===== src/rtl/calc_pkg.sv =====
// Shared operator codes and sequencer state encoding for the calculator datapath.
// The keypad/entry logic imports this too, so operator codes stay consistent.
package calc_pkg;

    localparam int WIDTH_DEFAULT = 10;
    localparam int OP_W          = 4;

    typedef enum logic [OP_W-1:0] {
        OP_NONE = 4'd0,
        OP_ADD  = 4'd1,
        OP_SUB  = 4'd2,
        OP_MUL  = 4'd3,
        OP_DIV  = 4'd4,
        OP_NEG  = 4'd6
    } calc_op_t;

    typedef enum logic [1:0] {
        S_IDLE,
        S_ADDSUB,
        S_ITER,
        S_FIX
    } calc_seq_state_t;

endpackage


===== src/rtl/calc_alu_seq_if.sv =====
// Request/response bundle between the entry/display logic and the ALU sequencer.
interface calc_alu_seq_if
    import calc_pkg::*;
#(
    parameter int WIDTH = WIDTH_DEFAULT
);
    logic             start;
    logic [OP_W-1:0]  op;
    logic [WIDTH-1:0] a;
    logic [WIDTH-1:0] b;
    logic             busy;
    logic             done;
    logic [WIDTH-1:0] result;
    logic             err_div0;
    logic             err_ovf;
    logic             err_op;

    modport master (
        output start, op, a, b,
        input  busy, done, result, err_div0, err_ovf, err_op
    );

    modport slave (
        input  start, op, a, b,
        output busy, done, result, err_div0, err_ovf, err_op
    );
endinterface


===== src/rtl/calc_iter_core.sv =====
// Magnitude-only iteration registers: shift-add multiply (LSB of the multiplier
// first) and restoring divide (MSB of the dividend first), one bit per step.
// Multiply leaves the 2*WIDTH-bit product in {acc, shreg}; divide leaves the
// quotient in shreg and the remainder in acc.
module calc_iter_core
    import calc_pkg::*;
#(
    parameter int WIDTH = WIDTH_DEFAULT
)
(
    input  logic             clk,
    input  logic             rst,
    input  logic             mode,     // 0: multiply, 1: divide (sampled on load)
    input  logic             load,
    input  logic             step,
    input  logic [WIDTH-1:0] a_mag,
    input  logic [WIDTH-1:0] b_mag,
    output logic [WIDTH-1:0] acc,
    output logic [WIDTH-1:0] shreg
);
    logic             mode_q;
    logic [WIDTH-1:0] opnd_q;   // multiplicand or divisor
    logic [WIDTH:0]   mul_sum;
    logic [WIDTH:0]   rem_sh;
    logic [WIDTH-1:0] rem_sub;
    logic             rem_ge;

    // One step of either algorithm; the subtraction fits WIDTH bits whenever it is used.
    always_comb begin
        mul_sum = {1'b0, acc} + (shreg[0] ? {1'b0, opnd_q} : '0);
        rem_sh  = {acc, shreg[WIDTH-1]};
        rem_ge  = (rem_sh >= {1'b0, opnd_q});
        rem_sub = rem_sh[WIDTH-1:0] - opnd_q;
    end

    // Load operands, then advance one bit per step pulse.
    always_ff @(posedge clk or posedge rst) begin
        if (rst) begin
            mode_q <= 1'b0;
            opnd_q <= '0;
            acc    <= '0;
            shreg  <= '0;
        end else if (load) begin
            mode_q <= mode;
            acc    <= '0;
            opnd_q <= mode ? b_mag : a_mag;
            shreg  <= mode ? a_mag : b_mag;
        end else if (step) begin
            if (mode_q) begin
                acc   <= rem_ge ? rem_sub : rem_sh[WIDTH-1:0];
                shreg <= {shreg[WIDTH-2:0], rem_ge};
            end else begin
                acc   <= mul_sum[WIDTH:1];
                shreg <= {mul_sum[0], shreg[WIDTH-1:1]};
            end
        end
    end
endmodule


===== src/rtl/calc_alu_seq.sv =====
// Multi-cycle ALU sequencer: add/sub in one step, mul/div iterate through
// calc_iter_core, then a FIX step applies the sign and overflow check.
module calc_alu_seq
    import calc_pkg::*;
#(
    parameter int WIDTH = WIDTH_DEFAULT
)
(
    input  logic          clk,
    input  logic          rst,
    calc_alu_seq_if.slave bus
);
    localparam int CNT_W = $clog2(WIDTH + 1);
    localparam int MW    = 2 * WIDTH;
    localparam logic [MW-1:0] POS_MAX = MW'((1 << (WIDTH - 1)) - 1);
    localparam logic [MW-1:0] NEG_MAG = MW'(1 << (WIDTH - 1));

    calc_seq_state_t  state_q, state_d;
    logic [OP_W-1:0]  op_q;
    logic [WIDTH-1:0] a_q, b_q;
    logic             sign_q;
    logic [CNT_W-1:0] cnt_q;

    logic             core_load, core_step, core_div, iter_op;
    logic [WIDTH-1:0] a_mag, b_mag, core_acc, core_shreg;
    logic [WIDTH-1:0] add_res, sub_res, fix_res;
    logic             add_ovf, sub_ovf, fix_ovf;
    logic [MW-1:0]    fix_mag;

    // -(-2^(WIDTH-1)) wraps to the same pattern, which is the correct unsigned magnitude.
    assign a_mag    = bus.a[WIDTH-1] ? -bus.a : bus.a;
    assign b_mag    = bus.b[WIDTH-1] ? -bus.b : bus.b;
    assign core_div = (bus.op == OP_DIV);
    assign iter_op  = (bus.op == OP_MUL) || (core_div && (bus.b != '0));

    calc_iter_core #(.WIDTH(WIDTH)) u_core (
        .clk   (clk),
        .rst   (rst),
        .mode  (core_div),
        .load  (core_load),
        .step  (core_step),
        .a_mag (a_mag),
        .b_mag (b_mag),
        .acc   (core_acc),
        .shreg (core_shreg)
    );

    // State register.
    always_ff @(posedge clk or posedge rst) begin
        if (rst) state_q <= S_IDLE;
        else     state_q <= state_d;
    end

    // Next state and core control; counter value 0 is a dedicated exit cycle into FIX.
    always_comb begin
        state_d   = state_q;
        core_load = 1'b0;
        core_step = 1'b0;
        case (state_q)
            S_IDLE: begin
                if (bus.start) begin
                    if (iter_op) begin
                        state_d   = S_ITER;
                        core_load = 1'b1;
                    end else begin
                        state_d   = S_ADDSUB;
                    end
                end
            end
            S_ADDSUB: state_d = S_IDLE;
            S_ITER: begin
                if (cnt_q != '0) core_step = 1'b1;
                else             state_d   = S_FIX;
            end
            S_FIX:    state_d = S_IDLE;
            default:  state_d = S_IDLE;
        endcase
    end

    // Single-step results from the latched raw operands.
    always_comb begin
        add_res = a_q + b_q;
        sub_res = a_q - b_q;
        add_ovf = (a_q[WIDTH-1] == b_q[WIDTH-1]) && (add_res[WIDTH-1] != a_q[WIDTH-1]);
        sub_ovf = (a_q[WIDTH-1] != b_q[WIDTH-1]) && (sub_res[WIDTH-1] != a_q[WIDTH-1]);
    end

    // Sign application and range check on the mul/div magnitude.
    always_comb begin
        if (op_q == OP_MUL) fix_mag = {core_acc, core_shreg};
        else                fix_mag = {{WIDTH{1'b0}}, core_shreg};
        fix_res = sign_q ? -fix_mag[WIDTH-1:0] : fix_mag[WIDTH-1:0];
        fix_ovf = sign_q ? (fix_mag > NEG_MAG) : (fix_mag > POS_MAX);
    end

    // Request latch, iteration counter and registered outputs.
    always_ff @(posedge clk or posedge rst) begin
        if (rst) begin
            op_q         <= '0;
            a_q          <= '0;
            b_q          <= '0;
            sign_q       <= 1'b0;
            cnt_q        <= '0;
            bus.busy     <= 1'b0;
            bus.done     <= 1'b0;
            bus.result   <= '0;
            bus.err_div0 <= 1'b0;
            bus.err_ovf  <= 1'b0;
            bus.err_op   <= 1'b0;
        end else begin
            bus.done <= 1'b0;
            case (state_q)
                S_IDLE: begin
                    if (bus.start) begin
                        op_q         <= bus.op;
                        a_q          <= bus.a;
                        b_q          <= bus.b;
                        sign_q       <= bus.a[WIDTH-1] ^ bus.b[WIDTH-1];
                        cnt_q        <= CNT_W'(WIDTH);
                        bus.busy     <= 1'b1;
                        bus.err_div0 <= 1'b0;
                        bus.err_ovf  <= 1'b0;
                        bus.err_op   <= 1'b0;
                    end
                end
                S_ADDSUB: begin
                    bus.busy <= 1'b0;
                    bus.done <= 1'b1;
                    case (op_q)
                        OP_ADD: begin
                            bus.result  <= add_res;
                            bus.err_ovf <= add_ovf;
                        end
                        OP_SUB: begin
                            bus.result  <= sub_res;
                            bus.err_ovf <= sub_ovf;
                        end
                        OP_DIV: begin
                            bus.result   <= '0;
                            bus.err_div0 <= 1'b1;
                        end
                        default: bus.err_op <= 1'b1;
                    endcase
                end
                S_ITER: begin
                    if (cnt_q != '0) cnt_q <= cnt_q - 1'b1;
                end
                S_FIX: begin
                    bus.busy    <= 1'b0;
                    bus.done    <= 1'b1;
                    bus.result  <= fix_res;
                    bus.err_ovf <= fix_ovf;
                end
                default: ;
            endcase
        end
    end
endmodule


===== src/flat_wrapper.sv =====
// flat-port wrapper written by rule: the top's interface ports become plain ports
module calc_alu_seq_flat import calc_pkg::*;
#(
    parameter int WIDTH = WIDTH_DEFAULT
)
  (clk, rst, bus_start, bus_op, bus_a, bus_b, bus_busy, bus_done, bus_result, bus_err_div0, bus_err_ovf, bus_err_op);
  calc_alu_seq_if #(.WIDTH(WIDTH)) bus_i ();
  input  logic clk;
  input  logic rst;
  input wire logic [$bits(bus_i.start)-1:0] bus_start;
  input wire logic [$bits(bus_i.op)-1:0] bus_op;
  input wire logic [$bits(bus_i.a)-1:0] bus_a;
  input wire logic [$bits(bus_i.b)-1:0] bus_b;
  output wire logic [$bits(bus_i.busy)-1:0] bus_busy;
  output wire logic [$bits(bus_i.done)-1:0] bus_done;
  output wire logic [$bits(bus_i.result)-1:0] bus_result;
  output wire logic [$bits(bus_i.err_div0)-1:0] bus_err_div0;
  output wire logic [$bits(bus_i.err_ovf)-1:0] bus_err_ovf;
  output wire logic [$bits(bus_i.err_op)-1:0] bus_err_op;
  assign bus_i.start = bus_start;
  assign bus_i.op = bus_op;
  assign bus_i.a = bus_a;
  assign bus_i.b = bus_b;
  assign bus_busy = bus_i.busy;
  assign bus_done = bus_i.done;
  assign bus_result = bus_i.result;
  assign bus_err_div0 = bus_i.err_div0;
  assign bus_err_ovf = bus_i.err_ovf;
  assign bus_err_op = bus_i.err_op;
  calc_alu_seq #(.WIDTH(WIDTH)) u_core (.clk(clk), .rst(rst), .bus(bus_i));
endmodule

===== config.mk =====
export PLATFORM = sky130hd
export DESIGN_NAME = calc_alu_seq_flat
export DESIGN_NICKNAME = d
export VERILOG_FILES = /design/src/rtl/calc_pkg.sv /design/src/rtl/calc_alu_seq_if.sv /design/src/rtl/calc_iter_core.sv /design/src/rtl/calc_alu_seq.sv /design/src/flat_wrapper.sv
export SDC_FILE = /design/constraint.sdc
export NUM_CORES = 1
export LEC_CHECK = 0
export BUFFER_PORTS_ARGS = -buffer_cell sky130_fd_sc_hd__buf_4
export CORE_MARGIN = 3
export CORE_UTILIZATION = 40
export DETAILED_ROUTE_END_ITERATION = 7
export HOLD_SLACK_MARGIN = 0.05
export PLACE_DENSITY = 0.57
export SKIP_CTS_REPAIR_TIMING = 1
export SLEW_MARGIN = 40
export SYNTH_ARGS = -nofsm -noshare
export SYNTH_HDL_FRONTEND = slang
export SYNTH_SLANG_ARGS = --single-unit

===== constraint.sdc =====
create_clock -name clk -period 3.6 [get_ports clk]
set_clock_uncertainty 0.2 [all_clocks]
set_input_delay 0.54 -clock clk [delete_from_list [all_inputs] [get_ports clk]]
set_output_delay 0.54 -clock clk [all_outputs]
set_load 0.03 [all_outputs]

==> metrics.md <==
| Metric | Value |
|---|---|
| Status | `complete, no violations` |
| Syn_nets | `815` |
| Share of the synthesized area in the top cell type | `31.8%` |
| Top-count cell post-synth | `nand2_1` |
| Slowest cell on the critical path | `or4_4` |
| Leak | `3.08 nW` |
| Leading post-synthesis cells by cell area | `dfrtp_1 32%, ha_1 8.9%, nand2_1 6.9%, o21ai_0 5.4%, mux2i_1 4.1%` |
| Post-Synth Adder-Cell Area | `10.2%` |
| Gate Count Post-Synth | `741` |
| Slew Limit Fails | `0` |
| CTS H-tree lvls | `3` |
| Initial antenna violation count | `0` |
| Pre-antenna DRT Iters | `7` |
| FMAX | `0.332 GHz` |
| Post-synth cell types | `68` |
| Largest net degree at the start of global routing | `44` |
| Worst path top cell family by delay | `simple AND/OR/NAND/NOR gates` |
| Mapped cell area | `0.00607 mm²` |
| Power Dens Cells | `925 mW/mm²` |
| Routed Antenna Nets | `0` |
| Die X | `129 µm` |
| Crit path largest cell delay | `530 ps` |
| Total Power | `6.33 mW` |
| Sequential cell area fraction in the yosys report | `31.8%` |
| Number of fill cells | `1427` |
| WP data required | `3680 ps` |
| Main synth FF type | `dfrtp_1` |
| Post-synth ARST share | `100%` |
| Dpl cell area | `0.00654 mm²` |
| Post-synthesis compound-gate area fraction | `21.7%` |
| Tcrit/Tclk final | `83.6%` |
| Number of CTS-inserted buffers | `9` |
| Worst-path cell chain | `ha_1, nor2b_1, o31ai_1, a21oi_1, or4_4, and2_1, o211ai_1, a32o_1` |
| Root buffer cell | `clkbuf_16` |
| Setup tns final | `0 ps` |
| Proportion of synthesized area in mux cells | `4.87%` |
| Area Growth Syn to Fin | `12.7%` |
| EDFF count, synth | `0` |
| Layout Cells excl Fill | `958` |
| Initial core utilization | `41.3%` |
| Die height | `129 µm` |
| # DRC | `0` |
| Combinational family with the most area after synthesis | `compound AO/OA/AOI/OAI gates` |
| Multi-input gate area | `0.00379 mm²` |
| Vias | `5605` |
| 1st-iter DRT viols | `544` |
| Vias in the first global route | `5412` |
| Min Tclk post-route | `3010 ps` |
| Synth cell count leaders | `111 x nand2_1, 77 x dfrtp_1, 65 x o21ai_0, 57 x nor2_1, 51 x inv_1` |
| Total routed wirelength | `18.3 mm` |
| Worst min path class | `in -> async` |
| Worst R2R Start | `u_core.u_core.acc[0]` |
| Worst hold margin | `69.1 ps` |
| Full die area | `0.0167 mm²` |
| Yosys reg bits | `77` |
| Max Cap Viol | `0` |
| Synth Area in Simple Gates | `19.8%` |
| Global-route wire length before repair | `29.3 mm` |
| Antenna fix cells | `0` |
| Setup crit start | `u_core.u_core.acc[0]` |
| PortBufs | `41` |
| Clock Pin Slew Worst Setup and Hold Paths | `60 ps` |
| Routability Congestion | `0.897` |
| Vias per inst | `5.85` |
| Nets | `843` |
| Global route overflow | `0` |
| Core area | `0.0147 mm²` |
| Wire per inst | `19.1 µm` |
| Clk buf depth | `2` |
| TritonCTS clock tree | `yes` |
| Synth Area in XOR/XNOR | `5.77%` |
| Boundary Pins | `42` |
| Total Routing Usage GR | `22.5%` |
| Startpoint Class | `flop` |
| Max Fanout on Critical Path | `11` |
| Dpl hpwl | `13.8 mm` |
| Worst-Skew Late Latency | `350 ps` |
| Avg Cell Area, Syn | `8.19 µm²` |
| Proportion of layout cells with a drive suffix above 1 | `10.9%` |
| WP data arrival | `3090 ps` |
| Count of final setup violators | `0` |
| Worst setup path class | `reg -> reg` |
| Bufs and invs on worst path | `0` |
| Final Cell Area | `0.00684 mm²` |
| CTS Sinks | `77` |
| Worst-Margin Slew | `749 ps` |
| Final Hold Viols | `0` |
| Top cell type by total area after synthesis | `dfrtp_1` |
| FP Rows | `44` |
| FF/Latch Area | `0.00193 mm²` |
| Relative slew slack | `49.4%` |
| CP Capture Type | `flop` |
| Ys Warns | `0` |
| Worst VDD drop | `337 µV` |
| # placed instances | `942` |
| RSZ-0062 raised after global routing | `false` |
## logic make-up (layout without fill, tap and decap cells)
logic type	count (synthesis)	after routing
buf+inv	85	118
mux	29	29
xor+xnor	40	40
flops	77	77
simple gates	259	259
compound gates	204	204
fa+ha+maj	47	47
## sequential cells by signal (all words and copies together) (netlist names)
name,cells
u_core.a_q,10
u_core.b_q,10
u_core.bus.busy,1
u_core.bus.done,1
u_core.bus.err_div0,1
u_core.bus.err_op,1
u_core.bus.err_ovf,1
u_core.bus.result,10
u_core.cnt_q,4
u_core.op_q,4
u_core.sign_q,1
u_core.state_q,2
u_core.u_core.acc,10
u_core.u_core.mode_q,1
u_core.u_core.opnd_q,10
u_core.u_core.shreg,10
## placed cells by master, fill, tap and decap left out, types with 9 or more instances in the layout
| cell | count |
|---|---|
| dfrtp_1 | 76 |
| inv_1 | 50 |
| clkbuf_16 | 9 |
| buf_4 | 49 |
| nand3_1 | 17 |
| a31oi_1 | 9 |
| xnor2_1 | 23 |
| o21ai_0 | 65 |
| nor4_1 | 9 |
| xor2_1 | 17 |
| ha_1 | 43 |
| nor2_1 | 55 |
| nor3_1 | 21 |
| nand2_1 | 111 |
| nor2b_1 | 10 |
| mux2i_1 | 25 |
| a22oi_1 | 10 |
| o31ai_1 | 10 |
| a21oi_1 | 41 |
## through the flow
step | worst slack [ps] | utilization [%]
after floorplan | 893 | -
after global placement | 621 | 44.5
after detailed placement | 636 | 44.5
after CTS | 612 | 46.5
after global routing | 358 | 46.5
final | 590 | 46.5
## where the power goes
group	leakage (nW)	internal, mW	switching (mW)
Sequential	0.949	1.21	0.463
Clock	0.150	0.576	0.380
Combinational	1.98	1.56	2.14
## routing by layer
metal	part of all wire [%]	vias to the layer above	track usage, %
li1	-	2687	-
met2	45	141	34.8
met4	1.8	0	6.55
met5	0	-	0
met1	48	2755	32.7
met3	4.7	22	3.54
## cell type report
cell class              instances  area share (%)
repair buffers                 50            5.67
flip-flops and latches         77            28.2
inverters                      52            2.87
well taps                     184            3.37
multi-input cells             579            55.5
clock buffers                  13            3.80
clock inverters                 3           0.640
## worst paths after layout
path	to	slack (ps)	cells past startpoint
setup reg to reg	u_core.u_core.acc[9]	590	8
min in group clk	u_core.op_q[2]	220	3
hold / removal	u_core.a_q[5]	70	2
hold reg to reg	u_core.bus.result[2]	280	2
setup / recovery	u_core.u_core.acc[9]	590	8
max in group asynchronous	u_core.cnt_q[1]	2450	3
No activity file was read; power rests on OpenSTA's default activity.
